`src/rtl/fpu_pkg.sv`:
```
// Shared FPU types: pre-normalization bundle handed from the arithmetic units to the normalizer.
package fpu_pkg;

  localparam int NORM_EXP_W  = 10;
  localparam int NORM_FRAC_W = 49;

  localparam int SRC_ADDSUB = 0;
  localparam int SRC_MUL    = 1;
  localparam int SRC_DIV    = 2;

  typedef struct packed {
    logic                   normalize;
    logic [NORM_EXP_W-1:0]  calculated_exponent;
    logic [NORM_EXP_W-1:0]  added_exponent;
    logic [NORM_EXP_W-1:0]  subtracted_exponent;
    logic [NORM_FRAC_W-1:0] calculated_fraction;
  } norm_req_t;

endpackage

```
`src/rtl/normalizer_arbiter_if.sv`:
```
// Requester-side and normalizer-side handshake bundle of the normalizer arbiter.
interface normalizer_arbiter_if #(
  parameter int NUM_REQ = 3,
  parameter int SRC_W   = 2
);
  import fpu_pkg::*;

  logic      [NUM_REQ-1:0] req_valid;
  norm_req_t [NUM_REQ-1:0] req_data;
  logic      [NUM_REQ-1:0] req_ready;
  logic                    out_valid;
  norm_req_t               out_data;
  logic      [SRC_W-1:0]   out_source;
  logic                    out_ready;

  modport master (
    input  req_valid, req_data, out_ready,
    output req_ready, out_valid, out_data, out_source
  );

  modport slave (
    output req_valid, req_data, out_ready,
    input  req_ready, out_valid, out_data, out_source
  );

endinterface

```
`src/rtl/normalizer_arb_grant.sv`:
```
// Combinational one-hot grant among valid requesters; NORMALIZER_ARB_ROUND_ROBIN_EN selects
// round-robin from last_grant+1, otherwise fixed priority with lowest index winning.
module normalizer_arb_grant #(
  parameter int NUM_REQ = 3
`ifdef NORMALIZER_ARB_ROUND_ROBIN_EN
  ,
  parameter int SRC_W   = 2
`endif
) (
  input  logic [NUM_REQ-1:0] req_valid,
`ifdef NORMALIZER_ARB_ROUND_ROBIN_EN
  input  logic [SRC_W-1:0]   last_grant,
`endif
  output logic [NUM_REQ-1:0] grant
);

`ifdef NORMALIZER_ARB_ROUND_ROBIN_EN
  logic found;

  // Walk offsets 1..NUM_REQ from the last winner; the first valid one takes the grant.
  always_comb begin
    grant = '0;
    found = 1'b0;
    for (int k = 1; k <= NUM_REQ; k++) begin
      for (int i = 0; i < NUM_REQ; i++) begin
        if (!found && req_valid[i] && (i == (int'(last_grant) + k) % NUM_REQ)) begin
          grant[i] = 1'b1;
          found    = 1'b1;
        end
      end
    end
  end
`else
  always_comb begin
    grant = '0;
    for (int i = NUM_REQ - 1; i >= 0; i--) begin
      if (req_valid[i]) begin
        grant    = '0;
        grant[i] = 1'b1;
      end
    end
  end
`endif

endmodule

```
`src/rtl/normalizer_arbiter.sv`:
```
// Shares the normalizer among add/sub, mul and div via a 2-entry buffer; accept-to-output 1 cycle.
// req_ready drops while the buffer is full; NORMALIZER_ARB_ROUND_ROBIN_EN picks round-robin arbitration.
module normalizer_arbiter
  import fpu_pkg::*;
#(
  parameter int NUM_REQ = 3,
  parameter int SRC_W   = 2
) (
  input  logic                 clk,
  input  logic                 reset_n,
  normalizer_arbiter_if.master bus,
  output logic                 busy
);

  logic [NUM_REQ-1:0] grant;
  logic [SRC_W-1:0]   grant_idx;
  logic [1:0]         count;
  logic               head;
  logic               tail;
  logic               rdy_en;
  logic               full;
  logic               push;
  logic               pop;
  norm_req_t          buf_data [2];
  logic [SRC_W-1:0]   buf_src  [2];

`ifdef NORMALIZER_ARB_ROUND_ROBIN_EN
  logic [SRC_W-1:0] last_grant;

  normalizer_arb_grant #(
    .NUM_REQ (NUM_REQ),
    .SRC_W   (SRC_W)
  ) u_grant (
    .req_valid  (bus.req_valid),
    .last_grant (last_grant),
    .grant      (grant)
  );

  // Only a completed transfer moves the pointer; a stalled grant keeps its priority.
  always_ff @(posedge clk or negedge reset_n) begin
    if (!reset_n) begin
      last_grant <= SRC_W'(NUM_REQ - 1);
    end else if (push) begin
      last_grant <= grant_idx;
    end
  end
`else
  normalizer_arb_grant #(
    .NUM_REQ (NUM_REQ)
  ) u_grant (
    .req_valid (bus.req_valid),
    .grant     (grant)
  );
`endif

  always_comb begin
    grant_idx = '0;
    for (int i = 0; i < NUM_REQ; i++) begin
      if (grant[i]) begin
        grant_idx = SRC_W'(i);
      end
    end
  end

  // rdy_en keeps req_ready low while reset is held even if requesters keep valid asserted.
  assign full          = (count == 2'd2);
  assign bus.req_ready = (rdy_en && !full) ? grant : '0;
  assign push          = |(bus.req_valid & bus.req_ready);
  assign bus.out_valid = (count != 2'd0);
  assign pop           = bus.out_valid & bus.out_ready;
  assign bus.out_data  = buf_data[head];
  assign bus.out_source = buf_src[head];
  assign busy          = bus.out_valid | (|bus.req_valid);

  always_ff @(posedge clk or negedge reset_n) begin
    if (!reset_n) begin
      count  <= 2'd0;
      head   <= 1'b0;
      tail   <= 1'b0;
      rdy_en <= 1'b0;
    end else begin
      rdy_en <= 1'b1;
      if (push) begin
        tail <= ~tail;
      end
      if (pop) begin
        head <= ~head;
      end
      case ({push, pop})
        2'b10:   count <= count + 2'd1;
        2'b01:   count <= count - 2'd1;
        default: count <= count;
      endcase
    end
  end

  always_ff @(posedge clk) begin
    if (push) begin
      buf_data[tail] <= bus.req_data[grant_idx];
      buf_src[tail]  <= grant_idx;
    end
  end

endmodule
```
`src/flat_wrapper.sv`:
```
// flat-port wrapper written by rule: the top's interface ports become plain ports
module normalizer_arbiter_flat import fpu_pkg::*;
#(
  parameter int NUM_REQ = 3,
  parameter int SRC_W   = 2
)
  (clk, reset_n, busy, bus_req_valid, bus_req_data, bus_out_ready, bus_req_ready, bus_out_valid, bus_out_data, bus_out_source);
  normalizer_arbiter_if #(.NUM_REQ(NUM_REQ), .SRC_W(SRC_W)) bus_i ();
  input  logic clk;
  input  logic reset_n;
  output logic busy;
  input wire logic [$bits(bus_i.req_valid)-1:0] bus_req_valid;
  input wire logic [$bits(bus_i.req_data)-1:0] bus_req_data;
  input wire logic [$bits(bus_i.out_ready)-1:0] bus_out_ready;
  output wire logic [$bits(bus_i.req_ready)-1:0] bus_req_ready;
  output wire logic [$bits(bus_i.out_valid)-1:0] bus_out_valid;
  output wire logic [$bits(bus_i.out_data)-1:0] bus_out_data;
  output wire logic [$bits(bus_i.out_source)-1:0] bus_out_source;
  assign bus_i.req_valid = bus_req_valid;
  assign bus_i.req_data = bus_req_data;
  assign bus_i.out_ready = bus_out_ready;
  assign bus_req_ready = bus_i.req_ready;
  assign bus_out_valid = bus_i.out_valid;
  assign bus_out_data = bus_i.out_data;
  assign bus_out_source = bus_i.out_source;
  normalizer_arbiter #(.NUM_REQ(NUM_REQ), .SRC_W(SRC_W)) u_core (.clk(clk), .reset_n(reset_n), .bus(bus_i), .busy(busy));
endmodule
```
`config.mk`:
```
export PLATFORM = sky130hd
export DESIGN_NAME = normalizer_arbiter_flat
export DESIGN_NICKNAME = d
export VERILOG_FILES = /design/src/rtl/fpu_pkg.sv /design/src/rtl/normalizer_arbiter_if.sv /design/src/rtl/normalizer_arb_grant.sv /design/src/rtl/normalizer_arbiter.sv /design/src/flat_wrapper.sv
export SDC_FILE = /design/constraint.sdc
export NUM_CORES = 1
export LEC_CHECK = 0
export CAP_MARGIN = 20
export CORE_MARGIN = 4
export CORE_UTILIZATION = 41
export DETAILED_ROUTE_END_ITERATION = 8
export PLACE_DENSITY = 0.86
export RECOVER_POWER = 100
export SETUP_SLACK_MARGIN = 0.15
export SLEW_MARGIN = 20
export SYNTH_ARGS = -nofsm -noshare
export SYNTH_HDL_FRONTEND = slang
export SYNTH_SLANG_ARGS = --single-unit
```
`constraint.sdc`:
```
create_clock -name clk -period 5.4 [get_ports clk]
set_input_delay 1.08 -clock clk [delete_from_list [all_inputs] [get_ports clk]]
set_output_delay 1.08 -clock clk [all_outputs]
set_load 0.02 [all_outputs]
```
==> reports/metrics.cfg, run 1 <==
[pwr]
power.static_leakage_uw=0.004090
power.total_uw=4890
power-per-cell-area_mw_per_mm2=409.9
ir_worst_vdd_mv=0.2335

[drt]
route.vias.total=5578
drt_pre_antenna_iters=4
avgRoutedWirePerCell_um=17.56
vias_per_cell=4.872
final_antenna_net_count=0
post-route-drc-count=0
dr.first_iter.drc_count=193
route.final.wire_length_um=20100

[synth]
ys_seq_elements=169
syn_area_per_cell_sq_um=14.60
synth_seq_area_share_pct=63.25
netlist_instances=547
synth_warnings=0
post_synth_num_cell_types=24
syn_nets=794
netlist_area_sq_mm=0.007984

[cts]
tritoncts=yes
root_buffer=clkbuf_16
clock-sinks=169
cts.htree.levels=4
path_clk_slew_ns=0.06
clk_latency_ns=0.41
cts_resized=0
cts-hold-fix-buffers=0
cts.repair_timing.setup_buffer_count=0
clk_path_buf_depth=2
cts_made_buffers=17

[floorplanning]
core_area_sq_mm=0.01896
die_h_um=147.5
fp-row-count=50
die_outline_area_sq_mm=0.02177
boundaryPins=333
initial_standard_cell_utilization_of_the_core_pct=42.12
die_width_um=147.5

[sta]
fin_setup_tns_ns=0
tightestPinTransition_ns=2.195
final_period_minus_worst_setup_slack_ns=4.246
max_freq_mhz=235.5
slew_violations=223
timing.final.crit_share_pct=78.63
finalSetupViolCount=0
rsz0062_at_grt=no
number_of_hold_violations_in_the_final_report=0
slew-limit-headroom_pct=-46.36
final.setup_skew_ns=0.009698
finalHoldWorstSlack_ns=0.4885

[critical_path]
crit_type=register to output port
worst_setup_path_end_kind=output port
worstPathRequired_ns=4.32
cp_data_arrival_time_ns=3.17
critical_path.startpoint_type=register
critPathMaxFanout=54
reg2reg_slack_ns=2.03

[outcome]
status=finished, violations left
violated_checks=capacitance limit, slew limit

[worst_hold_path]
min-delay-path-class=register to register

[cells_and_area]
areaGrowthSynthToFinish_pct=49.43
num_antenna_cells=0
share_of_final_layout_standard_cells_stronger_than_drive_strength_1_pct=13.67
filler_cell_count=1459
layout.cells.most_common_list=clkdlybuf4s50_1 (245), edfxtp_1 (164), dlygate4sd3_1 (87), mux2_2 (82)
finalNetCount=1119
mostFrequentLayoutCell=clkdlybuf4s50_1

[placement]
dp_hpwl_um=14860
global_placer_s_final_weighted_congestion=0.7576
place.port_buffers=332

[flow_run]
drv.max_cap_violation_count=5

[global_route]
grt-ovfl-total=0
grt_usage_pct=17.71
first_global_vias=5746
wire_length_of_the_first_global_routing_pass_um=29970
maximum_number_of_pins_on_one_net_before_global_route_repair=93
number_of_antenna_violations_at_the_first_check_in_global_routing=0

==> sequential cells by signal, indices dropped and copies added (netlist names) <==
name	count
u_core.head	1
u_core.tail	1
u_core.count	2
u_core.buf_src	4
u_core.rdy_en	1
u_core.buf_data	160
==> synth_stat cells, drive strengths merged <==
cell,instances,share of area [%]
buf,35,4.3
nand2,80,3.8
or2,1,0.078
ha,1,0.16
inv,1,0.047
o21ai,80,5.0
dfrtp,5,1.6
xnor2,3,0.33
edfxtp,164,62
and2,1,0.078
nand2b,1,0.078
o311ai,1,0.20
mux2,82,12
nor2b,1,0.17
or4,1,0.094
conb,1,0.047
xor2,2,0.22
and3,3,0.24
mux2i,80,10
nor3b,1,0.24
nor2,3,0.14
==> metrics by stage <==
| stage | worst slack, ns | area (sq um) | util, % | cells |
|---|---|---|---|---|
| 4_1_cts | 1.567 | 11940 | 63.00 | 1144 |
| 5_1_grt | 0.8637 | 11930 | 62.94 | 1145 |
| 3_5_place_dp | 1.477 | 11370 | 59.99 | 1112 |
| 6_report | 1.154 | 11930 | 62.94 | 1145 |
| 3_3_place_gp | 1.581 | 11370 | 59.99 | 1112 |
| 2_1_floorplan | 0.1998 | 7984 | - | 547 |
==> final timing paths <==
kind                       cells after the start            start                     end
setup / recovery                               3      u_core.head        bus_out_data[57]
hold / removal                                 1  u_core.count[1]         u_core.count[1]
setup reg to reg                               4  u_core.count[0]  u_core.buf_data[1][34]
hold reg to reg                                1  u_core.count[1]         u_core.count[1]
max in group asynchronous                      1          reset_n             u_core.head
min in group asynchronous                      1          reset_n           u_core.rdy_en
==> layout make-up <==
type                    count  area, sq um  area share [%]
flip-flops and latches    169         5050           42.33
repair buffers            341         3393           28.44
multi-input cells         342         2586           21.68
clock buffers              18        429.2           3.597
well taps                 260        325.3           2.727
clock inverters            14        142.6           1.196
inverters                   1        3.754         0.03146
==> report_power, final <==
group          total [uW]  switching, uW  internal (uW)
sequential           1910            112           1800
combinational        1820            935            889
clock                1160            510            646
==> routing by layer <==
layer	vias up	global-route usage (%)	share of wire, %
met2	243	32.14	52
met5	-	0	0
met1	2599	18.53	36
met3	34	7.388	10
li1	2702	-	-
met4	0	5.825	2.3
==> critical path: stages, from the launching register on <==
cell           delay [ns]
dfrtp_1              1.28
buf_16               0.35
mux2_2               0.41
dlygate4sd3_1        0.68
==> cells by family after synthesis <==
family                     synth area share, %
AOI/OAI and AO/OA                        5.219
xor gates and xnor gates                0.5486
adders and majority gates               0.1567
buffers and inverters                    4.310
DFF                                      63.25
muxes                                    21.60
other                                  0.04697
and+or+nand+nor                          4.874
Power figures use the tool's default switching activity.
==> run 2, diff against run 1 <==
--- a/config.mk
+++ b/config.mk
@@ -7,7 +7,7 @@
 export LEC_CHECK = 0
 export CAP_MARGIN = 20
 export CORE_MARGIN = 4
-export CORE_UTILIZATION = 41
+export CORE_UTILIZATION = 39
 export DETAILED_ROUTE_END_ITERATION = 8
 export PLACE_DENSITY = 0.86
 export RECOVER_POWER = 100
==> constraint.sdc (replaced) <==
create_clock -name clk -period 3.74 [get_ports clk]
set_input_delay 0.748 -clock clk [delete_from_list [all_inputs] [get_ports clk]]
set_output_delay 0.748 -clock clk [all_outputs]
set_load 0.02 [all_outputs]
==> run 2 against run 1 <==
Net effect: the flow still finishes with violations (capacitance limit, slew limit); largest cell class unchanged; sequential cell count unchanged; clock-buffer cell count is the same; clock skew is 0.0020 ns higher; clock power up 48%; first-iteration DRC count decreased by 35%; wire length decreased by 3.6%; critical path type unchanged; critical endpoint is now bus_out_data[24].
==> reports/metrics.cfg, run 2 (synthesis results as in run 1) <==
[cells_and_area]
areaGrowthSynthToFinish_pct=49.66
finish.instance_area_sq_mm=0.01195  ; +0.16%
largest_register_ffs=160  ; unchanged
finalNetCount=1118  ; -0.089%
num_antenna_cells=0  ; unchanged
layout.cells.most_common_list=clkdlybuf4s50_1 (265), edfxtp_1 (164), mux2_2 (82)
biggestRegsByFlops=u_core.buf_data: 160 flops, u_core.buf_src: 4 flops, u_core.count: 2 flops
final_cell_count_no_fill=1154  ; +0.79%
final_core_util_pct=59.24  ; -3.7 points
share_of_final_layout_standard_cells_stronger_than_drive_strength_1_pct=14.03  ; +0.35 points
regMostFlops=u_core.buf_data
mostFrequentLayoutCell=clkdlybuf4s50_1

[sta]
slew-limit-headroom_pct=-11.02  ; +35 points
setup_slack_ns=0.4230  ; -0.7307 ns
tightestPinTransition_ns=1.644  ; -0.5510 ns
final_period_minus_worst_setup_slack_ns=3.317
finalHoldWorstSlack_ns=0.4917  ; +0.003172 ns
rsz0062_at_grt=no
number_of_hold_violations_in_the_final_report=0  ; unchanged
final.setup_skew_ns=0.01169  ; +0.001995 ns
finalSetupViolCount=0  ; unchanged
max_freq_mhz=301.5
timing.final.crit_share_pct=88.69
slew_violations=5  ; -98%

[placement]
numPlacedInstances=1122  ; +0.90%
place.port_buffers=332  ; unchanged
preCtsSetupSlack_ns=0.5512  ; -0.9253 ns
dp_hpwl_um=14380  ; -3.2%
placement.cell_area_sq_mm=0.01142  ; +0.44%
global_placer_s_final_weighted_congestion=0.7549  ; -0.36%

[outcome]
violated_checks=capacitance limit, slew limit
status=finished, violations left

[pwr]
combinational_power_share_pct=37.7  ; +0.4 points
pwr-share-seq_pct=38.2  ; -0.9 points
p_switching_uw=2275  ; +46%
share_of_total_power_in_the_clock_network_pct=24.1  ; +0.5 points
ir_worst_vdd_mv=0.3423  ; +47%
internal_power_uw=4844  ; +45%
power-per-cell-area_mw_per_mm2=595.8  ; +45%
power.switching_fraction_pct=31.96  ; +0.11 points
power.static_leakage_uw=0.004085  ; -0.11%

[floorplanning]
initial_standard_cell_utilization_of_the_core_pct=39.58  ; -2.5 points
die_width_um=151.1  ; +2.4%
core_area_sq_mm=0.02017  ; +6.4%
die_outline_area_sq_mm=0.02283  ; +4.8%
fp-row-count=52  ; +4.0%
boundaryPins=333  ; unchanged
die_h_um=151.1  ; +2.4%

[critical_path]
cp_data_arrival_time_ns=2.57  ; -0.60 ns
worstPathRequired_ns=2.99  ; -1.33 ns
crit_type=register to output port
critPathMaxFanout=22  ; -59%
critical_path.startpoint_type=register
worst_setup_path_end_kind=output port

[drt]
vias_per_cell=4.766  ; -2.2%
dr.first_iter.drc_count=126  ; -35%
final_antenna_net_count=0  ; unchanged
post-route-drc-count=0  ; unchanged
route.vias.total=5500  ; -1.4%
route.final.wire_length_um=19380  ; -3.6%
avgRoutedWirePerCell_um=16.79  ; -4.4%
drt_pre_antenna_iters=4  ; unchanged

[cts]
clock-sinks=169  ; unchanged
tritoncts=yes
clk_latency_ns=0.41  ; about the same
clk_path_buf_depth=2  ; unchanged
root_buffer=clkbuf_16
path_clk_slew_ns=0.07  ; about the same
cts.htree.levels=4  ; unchanged
cts_resized=0  ; unchanged
cts.repair_timing.setup_buffer_count=0  ; unchanged
cts-hold-fix-buffers=0  ; unchanged
cts_made_buffers=17  ; unchanged

[global_route]
grt-busiest-layer=met2
wire_length_of_the_first_global_routing_pass_um=27920  ; -6.8%
first_global_vias=5635  ; -1.9%
maximum_number_of_pins_on_one_net_before_global_route_repair=163  ; +75%
grtUsageMet1_pct=16.17  ; -2.4 points
grt-ovfl-total=0  ; unchanged
number_of_antenna_violations_at_the_first_check_in_global_routing=0  ; unchanged
global_route.usage.met3_pct=5.805  ; -1.6 points
grt_usage_pct=16.00  ; -1.7 points
use_met2_pct=30.59  ; -1.6 points

[flow_run]
drv.max_cap_violation_count=1  ; -4

[worst_hold_path]
min-delay-path-class=register to register

## run 2: changes by cell type in the layout (fill, tap and decap cells not counted), moves of 3 or more
cell / change
clkbuf_2: -3
clkinv_4: -5
clkdlybuf4s50_1: +20
dlygate4sd3_1: -20
inv_6: +3
## run 2: final timing paths
path / startpoint / endpoint / slack [ns] / depth (start not counted)
min in group asynchronous: reset_n / u_core.count[1] / 0.63 / 1
worst max register to register: u_core.count[0] / u_core.buf_data[0][43] / 1.46 / 4
worst min-delay path: u_core.count[1] / u_core.count[1] / 0.49 / 1
max in group asynchronous: reset_n / u_core.head / 2.89 / 1
worst min register to register: u_core.count[1] / u_core.count[1] / 0.49 / 1
worst max-delay path: u_core.head / bus_out_data[24] / 0.42 / 3
## run 2: stage by stage
step                total power, uW  setup TNS [ns]
global placement               5576               0
global route                   7455               0
floorplan                      4311         -185.03
finish                         7119               0
CTS                            7357               0
detailed placement             5630               0
## run 2: layer usage
| metal | vias up | wire, um |
|---|---|---|
| met5 | - | 0 |
| met4 | 0 | 264 |
| met3 | 19 | 1781 |
| met2 | 209 | 10420 |
| met1 | 2571 | 6913 |
| li1 | 2701 | - |
## run 2: worst max-delay path, stage by stage (launching register included)
cell             delay [ns]
dfrtp_4                0.63
clkbuf_2               0.53
mux2_2                 0.42
clkdlybuf4s50_1        0.55
## run 2: layout make-up
class,count,area (sq um)
inverters,1,3.754
flip-flops and latches,169,5054
fillers,1598,8220
multi-input cells,342,2579
well taps,270,337.8
clock buffers,18,429.2
repair buffers,340,3393
clock inverters,14,152.6
## run 2: power groups by stage
stage	clock network [uW]	registers (uW)	logic, uW
after global placement	0	2740	2840
final	1720	2720	2680
after detailed placement	0	2770	2860
after floorplan	0	2730	1580
after global routing	1830	2760	2860
after CTS	1750	2730	2880
==> run 3, diff against run 2 <==
--- a/config.mk
+++ b/config.mk
@@ -7,7 +7,7 @@
 export LEC_CHECK = 0
 export CAP_MARGIN = 20
 export CORE_MARGIN = 4
-export CORE_UTILIZATION = 39
+export CORE_UTILIZATION = 41
 export DETAILED_ROUTE_END_ITERATION = 8
 export PLACE_DENSITY = 0.86
 export RECOVER_POWER = 100
==> constraint.sdc (replaced) <==
create_clock -name clk -period 3.4 [get_ports clk]
set_input_delay 0.68 -clock clk [delete_from_list [all_inputs] [get_ports clk]]
set_output_delay 0.68 -clock clk [all_outputs]
set_load 0.02 [all_outputs]
==> run 3 against run 2 <==
Net effect: the flow still finishes with violations (capacitance limit, slew limit); register-to-register slack lost 0.73 ns; non-clock buffer count is 2 higher; setup slack got worse by 0.24 ns; worst hold slack lost 0.0018 ns.
==> reports/metrics.cfg, run 3 (synthesis results as in run 1) <==
[pwr]
power-per-cell-area_mw_per_mm2=644.5  ; +8.2%
p_switching_uw=2483  ; +9.1%
power.switching_fraction_pct=32.28  ; +0.32 points
internal_power_uw=5209  ; +7.5%
pwr-share-seq_pct=38.3  ; about the same
combinational_power_share_pct=39.0  ; +1.3 points
share_of_total_power_in_the_clock_network_pct=22.7  ; -1.4 points
power.static_leakage_uw=0.004074  ; -0.27%
power.total_uw=7693  ; +8.1%
ir_worst_vdd_mv=0.4305  ; +26%

[cells_and_area]
layout.cells.most_common_list=clkdlybuf4s50_1 (242), edfxtp_1 (164), dlygate4sd3_1 (90), mux2_2 (82)
share_of_final_layout_standard_cells_stronger_than_drive_strength_1_pct=13.79  ; -0.24 points
finalNetCount=1120  ; +0.18%
final_core_util_pct=62.97  ; +3.7 points
final_cell_count_no_fill=1145  ; -0.78%
regMostFlops=u_core.buf_data
biggestRegsByFlops=u_core.buf_data: 160 flops, u_core.buf_src: 4 flops, u_core.count: 2 flops
num_antenna_cells=0  ; unchanged
areaGrowthSynthToFinish_pct=49.51
largest_register_ffs=160  ; unchanged
mostFrequentLayoutCell=clkdlybuf4s50_1

[critical_path]
worst_case_reg_to_reg_path_depth=5  ; +1
worst_setup_path_end_kind=output port
rr_startpoint=u_core.count[0]
rr_endpoint=u_core.buf_data[0][78]
crit_type=primary input to output port
worstPathRequired_ns=2.72  ; -0.27 ns
critical_path.startpoint_type=primary input
critPathMaxFanout=5  ; -77%
reg2reg_slack_ns=0.73  ; -0.73 ns
cp_data_arrival_time_ns=2.53  ; -0.04 ns

[global_route]
maximum_number_of_pins_on_one_net_before_global_route_repair=163  ; unchanged
number_of_antenna_violations_at_the_first_check_in_global_routing=0  ; unchanged
grt_usage_pct=17.93  ; +1.9 points
first_global_vias=5776  ; +2.5%
wire_length_of_the_first_global_routing_pass_um=30050  ; +7.6%
grt-ovfl-total=0  ; unchanged

[placement]
global_placer_s_final_weighted_congestion=0.7751  ; +2.7%
dp_hpwl_um=14750  ; +2.6%
numPlacedInstances=1114  ; -0.71%
preCtsSetupSlack_ns=0.3425  ; -0.2087 ns
place.port_buffers=332  ; unchanged

[cts]
path_clk_slew_ns=0.07  ; about the same
cts_made_buffers=17  ; unchanged
cts.repair_timing.setup_buffer_count=0  ; unchanged
clock-sinks=169  ; unchanged
cts_resized=0  ; unchanged
cts-hold-fix-buffers=0  ; unchanged
clk_path_buf_depth=2  ; unchanged
root_buffer=clkbuf_16
cts.htree.levels=4  ; unchanged
tritoncts=yes
clk_latency_ns=0.42  ; about the same

[sta]
slew-limit-headroom_pct=-3.085  ; +7.9 points
rsz0062_at_grt=no
timing.final.crit_share_pct=94.54
finalSetupViolCount=0  ; unchanged
final.setup_skew_ns=0.01033  ; -0.001365 ns
slew_violations=83  ; +78
tightestPinTransition_ns=1.546  ; -0.09817 ns
setup_slack_ns=0.1855  ; -0.2375 ns
finalHoldWorstSlack_ns=0.4899  ; -0.001839 ns
number_of_hold_violations_in_the_final_report=0  ; unchanged
final_period_minus_worst_setup_slack_ns=3.214
max_freq_mhz=311.1

[worst_hold_path]
worst_hold_end=u_core.count[1]
holdCritStartpoint=u_core.count[1]
worst_hold_path.num_cells=1  ; unchanged
min-delay-path-class=register to register

[drt]
drt_pre_antenna_iters=4  ; unchanged
post-route-drc-count=0  ; unchanged
avgRoutedWirePerCell_um=17.64  ; +5.1%
dr.first_iter.drc_count=200  ; +59%
route.vias.total=5633  ; +2.4%
route.final.wire_length_um=20200  ; +4.3%
final_antenna_net_count=0  ; unchanged
vias_per_cell=4.920  ; +3.2%

[floorplanning]
boundaryPins=333  ; unchanged
initial_standard_cell_utilization_of_the_core_pct=42.12  ; +2.5 points
fp-row-count=50  ; -3.8%
die_width_um=147.5  ; -2.3%
die_outline_area_sq_mm=0.02177  ; -4.6%
die_h_um=147.5  ; -2.3%
core_area_sq_mm=0.01896  ; -6.0%

[outcome]
violated_checks=capacitance limit, slew limit
status=finished, violations left

[flow_run]
drv.max_cap_violation_count=1  ; unchanged

## run 3: cell types whose count changed in the layout (fill, tap and decap cells not counted), moves of 2 or more
cell and change:
clkinvlp_4 +2, buf_4 -3, inv_8 -3, o21ai_1 +7
o21ai_0 -7, clkinv_4 +3, clkbuf_1 +3, dlygate4sd3_1 +23
buf_12 +3, inv_6 -2, clkdlybuf4s50_1 -23
## run 3: routing by layer
metal | vias to the layer above | wire length [um] | global-route usage (%)
met5 | - | 0 | 0
met4 | 0 | 454 | 7.036
met2 | 259 | 10480 | 31.87
li1 | 2703 | - | -
met1 | 2639 | 7226 | 18.89
met3 | 32 | 2047 | 7.419
## run 3: power groups by stage
stage          registers (uW)  clock network, uW  logic, uW
6_report                 2950               1750       3000
5_1_grt                  2980               1880       3200
4_1_cts                  2950               1790       3270
3_5_place_dp             2990                  0       3240
3_3_place_gp             2960                  0       3200
2_1_floorplan            2970                  0       1750
## run 3: worst max path at each step
stage                                start                     end  slack, ns  depth (start not counted)
after detailed placement  bus_req_valid[0]                    busy       0.34                          3
after global routing      bus_req_valid[1]  u_core.buf_data[0][30]       0.17                          5
final                     bus_req_valid[0]                    busy       0.19                          3
after floorplan           bus_req_valid[0]   u_core.buf_data[0][0]      -0.04                          2
after CTS                 bus_req_valid[0]                    busy       0.34                          3
after global placement    bus_req_valid[0]                    busy       0.38                          3
## run 3: critical path, cell delays in order
cell           delay (ns)
dlygate4sd3_1        0.64
or4_1                0.55
dlygate4sd3_1        0.66
## run 3: area by class of cell
| type | instances | area [sq um] |
|---|---|---|
| inverters | 1 | 3.754 |
| flip-flops and latches | 169 | 5054 |
| clock buffers | 19 | 432.9 |
| fillers | 1438 | 7019 |
| well taps | 260 | 325.3 |
| clock inverters | 12 | 95.09 |
| repair buffers | 342 | 3436 |
| multi-input cells | 342 | 2590 |
## run 3: per-stage QoR
| step | instance area [sq um] | TNS [ns] |
|---|---|---|
| floorplan | 7989 | -5.867 |
| global placement | 11460 | 0 |
| detailed placement | 11460 | 0 |
| CTS | 11990 | 0 |
| global route | 11940 | 0 |
| finish | 11940 | 0 |
